$ cat config.mk
export PLATFORM = sky130hd
export DESIGN_NAME = spi_slave
export DESIGN_NICKNAME = d
export VERILOG_FILES = /design/src/rtl/spi_slave.sv
export SDC_FILE = /design/constraint.sdc
export NUM_CORES = 1
export LEC_CHECK = 0
export ABC_AREA = 1
export BUFFER_PORTS_ARGS = -buffer_cell sky130_fd_sc_hd__clkbuf_2
export CORE_ASPECT_RATIO = 0.9
export CORE_MARGIN = 3
export CORE_UTILIZATION = 55
export CTS_CLUSTER_DIAMETER = 100
export DETAILED_ROUTE_END_ITERATION = 12
export PLACE_DENSITY = 0.77
export SLEW_MARGIN = 5
export SYNTH_ARGS = -nofsm -noshare
export SYNTH_HDL_FRONTEND = slang
export SYNTH_SLANG_ARGS = --single-unit
export TNS_END_PERCENT = 10
$ cat constraint.sdc
create_clock -name clk -period 1.8 [get_ports clk]
set_input_delay 0.27 -clock clk [delete_from_list [all_inputs] [get_ports clk]]
set_output_delay 0.27 -clock clk [all_outputs]
set_load 0.01 [all_outputs]
$ cat src/rtl/spi_slave.sv
// SPI slave: oversamples sclk/cs_n/mosi in clk, full-duplex MSB-first words, one-entry TX buffer.
// Latency: pin edge to registered effect 3 clk (rx_valid 3 clk after the last sample edge).
// Backpressure: tx_ready low while the TX buffer holds a word; rx side is a pulse with no stall.
//
// Ports
//   clk, rst_n          system clock, async active-low reset
//   sclk, cs_n, mosi    asynchronous SPI pins from the master
//   miso, miso_oe       serial data to the master and its output enable
//   tx_data/valid/ready valid/ready write port into the one-entry TX buffer
//   rx_data, rx_valid   last completed received word, 1-clk update pulse
//   tx_underrun         1-clk pulse: TX_IDLE loaded because the buffer was empty
//   frame_err           1-clk pulse: cs_n rose in the middle of a word
//   busy                slave currently selected (synchronized cs_n low)
module spi_slave #(
    parameter int                    DATA_WIDTH = 8,
    parameter int                    CPOL       = 0,
    parameter int                    CPHA       = 0,
    parameter logic [DATA_WIDTH-1:0] TX_IDLE    = '0
) (
    input  logic                  clk,
    input  logic                  rst_n,
    input  logic                  sclk,
    input  logic                  cs_n,
    input  logic                  mosi,
    output logic                  miso,
    output logic                  miso_oe,
    input  logic [DATA_WIDTH-1:0] tx_data,
    input  logic                  tx_valid,
    output logic                  tx_ready,
    output logic [DATA_WIDTH-1:0] rx_data,
    output logic                  rx_valid,
    output logic                  tx_underrun,
    output logic                  frame_err,
    output logic                  busy
);

    localparam int              CNT_W    = $clog2(DATA_WIDTH);
    localparam logic [CNT_W-1:0] CNT_LAST = CNT_W'(DATA_WIDTH - 1);
    localparam logic            CPOL_B   = (CPOL != 0);
    localparam logic            CPHA_B   = (CPHA != 0);

    typedef enum logic {
        IDLE   = 1'b0,
        ACTIVE = 1'b1
    } state_t;

    // ------------------------------------------------------------------
    // Pin synchronizers. sclk and cs_n carry a history flop for edge
    // detection; mosi is consumed straight from its second stage.
    // ------------------------------------------------------------------
    logic sclk_s1_q, sclk_s2_q, sclk_h_q;
    logic cs_s1_q,   cs_s2_q,   cs_h_q;
    logic mosi_s1_q, mosi_s2_q;

    always_ff @(posedge clk or negedge rst_n) begin
        if (!rst_n) begin
            sclk_s1_q <= 1'b0;
            sclk_s2_q <= 1'b0;
            sclk_h_q  <= 1'b0;
            cs_s1_q   <= 1'b0;
            cs_s2_q   <= 1'b0;
            cs_h_q    <= 1'b0;
            mosi_s1_q <= 1'b0;
            mosi_s2_q <= 1'b0;
        end else begin
            sclk_s1_q <= sclk;
            sclk_s2_q <= sclk_s1_q;
            sclk_h_q  <= sclk_s2_q;
            cs_s1_q   <= cs_n;
            cs_s2_q   <= cs_s1_q;
            cs_h_q    <= cs_s2_q;
            mosi_s1_q <= mosi;
            mosi_s2_q <= mosi_s1_q;
        end
    end

    logic sclk_edge, lead_edge, trail_edge, sample_edge, shift_edge;
    logic cs_fall, cs_rise;

    always_comb begin
        sclk_edge   = sclk_s2_q != sclk_h_q;
        // Leading edge leaves the idle level, trailing edge returns to it.
        lead_edge   = sclk_edge && (sclk_s2_q != CPOL_B);
        trail_edge  = sclk_edge && (sclk_s2_q == CPOL_B);
        sample_edge = CPHA_B ? trail_edge : lead_edge;
        shift_edge  = CPHA_B ? lead_edge  : trail_edge;
        cs_fall     = cs_h_q && !cs_s2_q;
        cs_rise     = !cs_h_q && cs_s2_q;
    end

    // ------------------------------------------------------------------
    // Control / datapath state
    // ------------------------------------------------------------------
    state_t                state_q,        state_d;
    logic [CNT_W-1:0]      bit_cnt_q,      bit_cnt_d;
    logic [DATA_WIDTH-1:0] rx_shift_q,     rx_shift_d;
    logic [DATA_WIDTH-1:0] tx_shift_q,     tx_shift_d;
    logic                  load_pending_q, load_pending_d;
    logic [DATA_WIDTH-1:0] buf_q,          buf_d;
    logic                  buf_full_q,     buf_full_d;
    logic [DATA_WIDTH-1:0] rx_data_q,      rx_data_d;
    logic                  rx_valid_q,     rx_valid_d;
    logic                  underrun_q,     underrun_d;
    logic                  frame_err_q,    frame_err_d;
    logic                  oe_q,           oe_d;

    logic                  do_load;
    logic [DATA_WIDTH-1:0] rx_word;

    always_comb begin
        state_d        = state_q;
        bit_cnt_d      = bit_cnt_q;
        rx_shift_d     = rx_shift_q;
        tx_shift_d     = tx_shift_q;
        load_pending_d = load_pending_q;
        buf_d          = buf_q;
        buf_full_d     = buf_full_q;
        rx_data_d      = rx_data_q;
        rx_valid_d     = 1'b0;
        underrun_d     = 1'b0;
        frame_err_d    = 1'b0;
        oe_d           = oe_q;
        do_load        = 1'b0;
        rx_word        = {rx_shift_q[DATA_WIDTH-2:0], mosi_s2_q};

        unique case (state_q)
            IDLE: begin
                // sclk activity while deselected is ignored.
                if (cs_fall) begin
                    state_d    = ACTIVE;
                    bit_cnt_d  = '0;
                    rx_shift_d = '0;
                    oe_d       = 1'b1;
                    if (CPHA_B) begin
                        // First bit is driven on the first leading edge.
                        load_pending_d = 1'b1;
                    end else begin
                        // First bit must be on miso before the first sample edge.
                        do_load        = 1'b1;
                        load_pending_d = 1'b0;
                    end
                end
            end
            ACTIVE: begin
                if (shift_edge) begin
                    if (load_pending_q) begin
                        do_load        = 1'b1;
                        load_pending_d = 1'b0;
                    end else begin
                        tx_shift_d = {tx_shift_q[DATA_WIDTH-2:0], 1'b0};
                    end
                end
                if (sample_edge) begin
                    rx_shift_d = rx_word;
                    if (bit_cnt_q == CNT_LAST) begin
                        rx_data_d      = rx_word;
                        rx_valid_d     = 1'b1;
                        bit_cnt_d      = '0;
                        load_pending_d = 1'b1;
                    end else begin
                        bit_cnt_d = bit_cnt_q + 1'b1;
                    end
                end
                // Deselect is judged on the count after any sample in this cycle.
                if (cs_rise) begin
                    state_d        = IDLE;
                    oe_d           = 1'b0;
                    load_pending_d = 1'b0;
                    if (bit_cnt_d != '0) begin
                        frame_err_d = 1'b1;
                    end
                    bit_cnt_d = '0;
                end
            end
            default: state_d = IDLE;
        endcase

        if (do_load) begin
            if (buf_full_q) begin
                tx_shift_d = buf_q;
                buf_full_d = 1'b0;
            end else begin
                tx_shift_d = TX_IDLE;
                underrun_d = 1'b1;
            end
        end

        // Capture is evaluated on the pre-load occupancy, so a write landing
        // in the same cycle as a load from an empty buffer becomes the next word.
        if (tx_valid && !buf_full_q) begin
            buf_d      = tx_data;
            buf_full_d = 1'b1;
        end
    end

    always_ff @(posedge clk or negedge rst_n) begin
        if (!rst_n) begin
            state_q        <= IDLE;
            bit_cnt_q      <= '0;
            rx_shift_q     <= '0;
            tx_shift_q     <= '0;
            load_pending_q <= 1'b0;
            buf_q          <= '0;
            buf_full_q     <= 1'b0;
            rx_data_q      <= '0;
            rx_valid_q     <= 1'b0;
            underrun_q     <= 1'b0;
            frame_err_q    <= 1'b0;
            oe_q           <= 1'b0;
        end else begin
            state_q        <= state_d;
            bit_cnt_q      <= bit_cnt_d;
            rx_shift_q     <= rx_shift_d;
            tx_shift_q     <= tx_shift_d;
            load_pending_q <= load_pending_d;
            buf_q          <= buf_d;
            buf_full_q     <= buf_full_d;
            rx_data_q      <= rx_data_d;
            rx_valid_q     <= rx_valid_d;
            underrun_q     <= underrun_d;
            frame_err_q    <= frame_err_d;
            oe_q           <= oe_d;
        end
    end

    assign miso        = tx_shift_q[DATA_WIDTH-1];
    assign miso_oe     = oe_q;
    assign tx_ready    = !buf_full_q;
    assign rx_data     = rx_data_q;
    assign rx_valid    = rx_valid_q;
    assign tx_underrun = underrun_q;
    assign frame_err   = frame_err_q;
    assign busy        = (state_q == ACTIVE);

endmodule

## Word-level counts from Yosys, hierarchy flattened

Index checks and enable logic that the tools add are counted.

| cells by class | value |
|---|---|
| add/sub/neg operators | 1 |
| eq/ne operators | 6 |
| muxes and demuxes | 39 |
| reduce and logical (&&, ||, !) cells | 16 |
| bitwise gates (word level) | 2 |

Operators with widths:

| kind | number |
|---|---|
| 2-to-1 mux 8 bit | 5 |
| 2-to-1 mux 1 bit | 21 |
| 2-to-1 mux 3 bit | 5 |
| 2-to-1 mux 7 bit | 2 |
| case mux 7 bit (2 select lines) | 1 |
| case mux 1 bit (2 select lines) | 4 |
| inequality test 2 bit (second input constant) | 3 |
| case mux 3 bit (2 select lines) | 1 |
| AND reduction 3 bit | 2 |
| nonzero test 2 bit | 3 |
| logical AND 1 bit | 5 |
| AND reduction 2 bit | 2 |
| adder 3 x 1 -> 3 bit (second input constant) | 1 |
| equality test 3 bit (second input constant) | 1 |
| logical NOT 1 bit | 3 |
| nonzero test 3 bit | 1 |
| inequality test 2 x 1 -> 1 bit (second input constant) | 1 |
| inverter 1 bit | 2 |
| inequality test 1 bit | 1 |

| storage, ports and cells | value |
|---|---|
| logic and storage cells | 84 |
| input bits | 14 |
| output and inout bits | 15 |
| bits in registers | 49 |

## Logic depth before layout (Yosys ltp)

| depth | value |
|---|---|
| depth in word-level cells | 8 |
| gate-level depth with buffers | 8 |
| depth with buffers taken out | 8 |

## Least setup slack after synthesis

Ideal clock, no wire load.

| timing | value |
|---|---|
| path type | flip-flop to flip-flop |
| start | reg bit_cnt_q[0] |
| end | reg frame_err_q, in the netlist frame_err |
| stages on the path, launching flop included | 9 |
| path buffers | 0 |
| data required time | 1.687 ns |
| library setup time | 0.113 ns |
| clock period less this slack | 1.247 ns |
| setup slack | 0.553 ns |
| arrival | 1.134 ns |
| cell sequence | dfrtp_1 -> ha_1 -> ha_1 -> inv_1 -> nand2_1 -> nand2_1 -> nand3_1 -> nand2_1 -> inv_1 |

| between the ends | value |
|---|---|
| cells in the longest elaborated chain, start to end | 8 |
| elaborated cells between the ends (all ways) | 9 |
| classes of those cells | 1 x add/sub; 1 x eq/ne; 6 x mux; 1 x reduce/logical |

Ends and longest elaborated chain:

| what | RTL line | source |
|---|---|---|
| start, declared | 95 | `logic [CNT_W-1:0] bit_cnt_q, bit_cnt_d;` |
| start signal, assigned | 212 | `bit_cnt_q <= bit_cnt_d;` |
| adder 3 x 1 -> 3 bit / equality test 3 bit (equally long branches) | 161, 155 |  |
| 2-to-1 mux 3 bit | 155 | `if (bit_cnt_q == CNT_LAST) begin` |
| 2-to-1 mux 3 bit * | 153 | `if (sample_edge) begin` |
| 2-to-1 mux 3 bit * | 126 | `unique case (state_q)` |
| nonzero test 3 bit * | 169 | `if (bit_cnt_d != '0) begin` |
| 2-to-1 mux 1 bit * | 169 |  |
| 2-to-1 mux 1 bit * | 165 | `if (cs_rise) begin` |
| 2-to-1 mux 1 bit * | 126 |  |
| net frame_err_d | 104 | `logic frame_err_q, frame_err_d;` |
| end signal, assigned | 221 | `frame_err_q <= frame_err_d;` |
| end, declared | 104 |  |

The timed path passes the listed nets; every way through them passes the cells marked *. The select of a mux whose other input is x is not followed.
A chain may end at the register's enable or synchronous reset.

## Worst setup path in the final report

Same ends and word-level chain as after synthesis.

==> results.yml <==
synthesis:
  yosysWarnings: 0
  synthTopCellsByCount: "nand2_1, dfrtp_1, inv_1"
  yosysMostFrequentCell: "nand2_1"
  synth-compound-area-share: 0.07963
  synth_ff_type: "dfrtp_1"
  avgSynthCellArea_um2: 10.08
  syn-cell-area_um2: 2027
  ys_types: 20
  synthSimpleGateAreaFrac: 0.1877
  yosysTopAreaCell: "dfrtp_1"
  muxShareOfSynthArea: 0.04444
  synthCells: 201
  ys_ff_latch: 49
  synth_xor_area_frac: 0
  mappedNetlistNets: 217
  ys_async_sr_fraction: 1.000
  synth-adder-area-share: 0.01235
  synth_area_leaders: "dfrtp_1, nand2_1, inv_1"
  synth_top_family_by_area: "simple AND/OR/NAND/NOR gates"
  synth_edf_count: 0
  synth_top_area_frac: 0.6049
  ys_seq_area_frac: 0.6049
setup_path:
  crit_type: "reg -> reg"
  path_common_cell: "ha_1"
  max_stage_delay_ns: 0.38
  end_kind: "register"
  slowest_stage: "dfrtp_1"
  worstSetupStartpointType: "register"
  cp_data_required_time_ns: 2.01
  rrSetupSlack_ns: 0.42
  cp_cell_sequence: "ha_1 > ha_1 > nor2_1 > o21ai_0 > nand3_1 > nand2_1 > inv_1"
  path_delay_family: "flip-flops"
  path_max_fanout: 3
  critPathBufInv: 1
  critPathArrivalTime_ns: 1.58
timing:
  worst_slack_ns: 0.4242
  period_share: 0.7643
  max_slew.worst_pin.slew_ns: 0.4589
  drv_slew: 0
  fin_setup_tns_ns: 0
  fin_crit_ns: 1.376
  rsz0062_at_grt: "no"
  max_slew_margin: 0.6941
  finalSetupViolCount: 0
  clock_skew_ns: 0.006450
  hold_viol: 0
  maxClockFrequency_mhz: 726.9
cells_and_area:
  layout.nets: 251
  final_cell_count_no_fill: 280
  syn_to_final_growth_pct: 14.94
  antenna_cells: 0
  multi_input_area_um2: 656.9
  final-seq-area_um2: 1226
  drive_gt1_frac: 0.2839
  fillers: 281
routing:
  drc: 0
  antenna_left: 0
  route.met3.wl_um: 160
  dr.pass1.iters: 4
  vias: 1398
  routed_wl_um: 3298
  met1_length_um: 1591
  routed_via_density: 4.993
  wl_met2_um: 1494
  wl_per_cell_um: 11.78
  drt-initial-drc-count: 60
  top_layer_used: "met4"
placed_design:
  pre_cts_slack_ns: 0.4437
  hpwl_um: 2331
  place_congestion: 0.7998
  post-place-cells: 271
  portBuffers: 28
clock_tree:
  cts_tree: "yes"
  htree_levels: 2
  root_buffer: "clkbuf_8"
  clock_latency_ns: 0.31
  cts_setup_buffers: 0
  post_cts_resized: 0
  cts_made_buffers: 5
  cts_num_sinks: 49
  cts.clk_slew.worst_paths_ns: 0.08
  clockBufferDepth: 2
hold_path:
  hp-class: "in -> reg"
global_route:
  grt_pass1_wl_um: 5989
  first_global_vias: 1374
  grt_overflow: 0
  antenna_found_initial: 0
  grt_max_degree: 34
  track_usage: 0.1712
floorplanning:
  core_area_um2: 3453
  ioPinCount: 29
  start_util: 0.5870
  die_h_um: 63.59
  fp-row-count: 20
  fp.dieArea_um2: 4451
  die_x_um: 69.99
power_and_ir_drop:
  p_total_mw: 2.803
  peakVddDrop_mv: 0.6858
  power_density_nw_per_um2: 1203
  p_leak_nw: 1.262
outcome:
  status: "completed"
job:
  maxCapViolations: 0
per-stage QoR:
stage / util / hold WS, ns / cell area [µm²]
after floorplan: - / -0.02559 / 2027
after global placement: 0.6424 / 0.2339 / 2218
after detailed placement: 0.6424 / 0.2346 / 2218
after CTS: 0.6746 / 0.05493 / 2330
after global routing: 0.6746 / 0.04409 / 2330
final: 0.6746 / 0.06275 / 2330
cells by family (layout without fill, tap and decap cells):
logic type	after synthesis	after routing
buffers and inverters	35	70
AND/OR/NAND/NOR	84	84
multiplexers	8	8
adder cells (fa/ha/maj)	2	2
flip-flops	49	49
AO/OA/AOI/OAI	23	23
flip-flops by register name, summed over array words and instances (netlist names):
register and flops:
bit_cnt_q 3, buf_full_q 1, buf_q 8, busy 1
cs_h_q 1, cs_s1_q 1, cs_s2_q 1, frame_err 1
load_pending_q 1, miso_oe 1, mosi_s1_q 1, mosi_s2_q 1
rx_data 8, rx_shift_q 7, rx_valid 1, sclk_h_q 1
sclk_s1_q 1, sclk_s2_q 1, tx_shift_q 8, tx_underrun 1
report_power, final:
group	internal, mW	switching [mW]	total (mW)	leakage [nW]
sequential	1.33	0.146	1.48	0.628
clock	0.347	0.348	0.695	0.0542
combinational	0.279	0.349	0.628	0.579
metal layers:
layer,track usage,vias up
met3,0.06380,7
met4,0.06459,0
met5,0,-
met2,0.2594,31
met1,0.2248,652
li1,-,708
final timing paths:
kind	startpoint	endpoint	cells after the start
max	bit_cnt_q[0]	frame_err	7
min	sclk	sclk_s1_q	1
max reg2reg	bit_cnt_q[0]	frame_err	7
min reg2reg	cs_s1_q	cs_s2_q	0
max in group asynchronous	rst_n	buf_q[0]	3
min in group asynchronous	rst_n	bit_cnt_q[1]	2
what timing repair did:
| action | 4_1_cts | 5_1_grt |
|---|---|---|
| endpoints found under the setup margin | 0 | 0 |
| hold buffers | 1 | 0 |
| hold endpoints to repair | 16 | 0 |
area by class of cell:
cell class	count	share of cell area
flip-flops and latches	49	0.5263
inverters	32	0.05156
repair buffers	30	0.07304
clock buffers	7	0.04135
well taps	44	0.02363
multi-input cells	117	0.2820
clock inverters	1	0.002148
cells in the final DEF (no fill, tap or decap), types with 2 or more instances in the layout:
cell	count
clkbuf_8	7
inv_1	29
o22ai_1	10
o21ai_2	9
ha_1	2
dfrtp_1	49
mux2_2	8
inv_2	3
nor2_1	4
clkbuf_2	28
nand2_1	53
o21ai_0	2
nand2_2	6
nand2_4	2
nand3_1	17
Power figures use the tool's default switching activity.
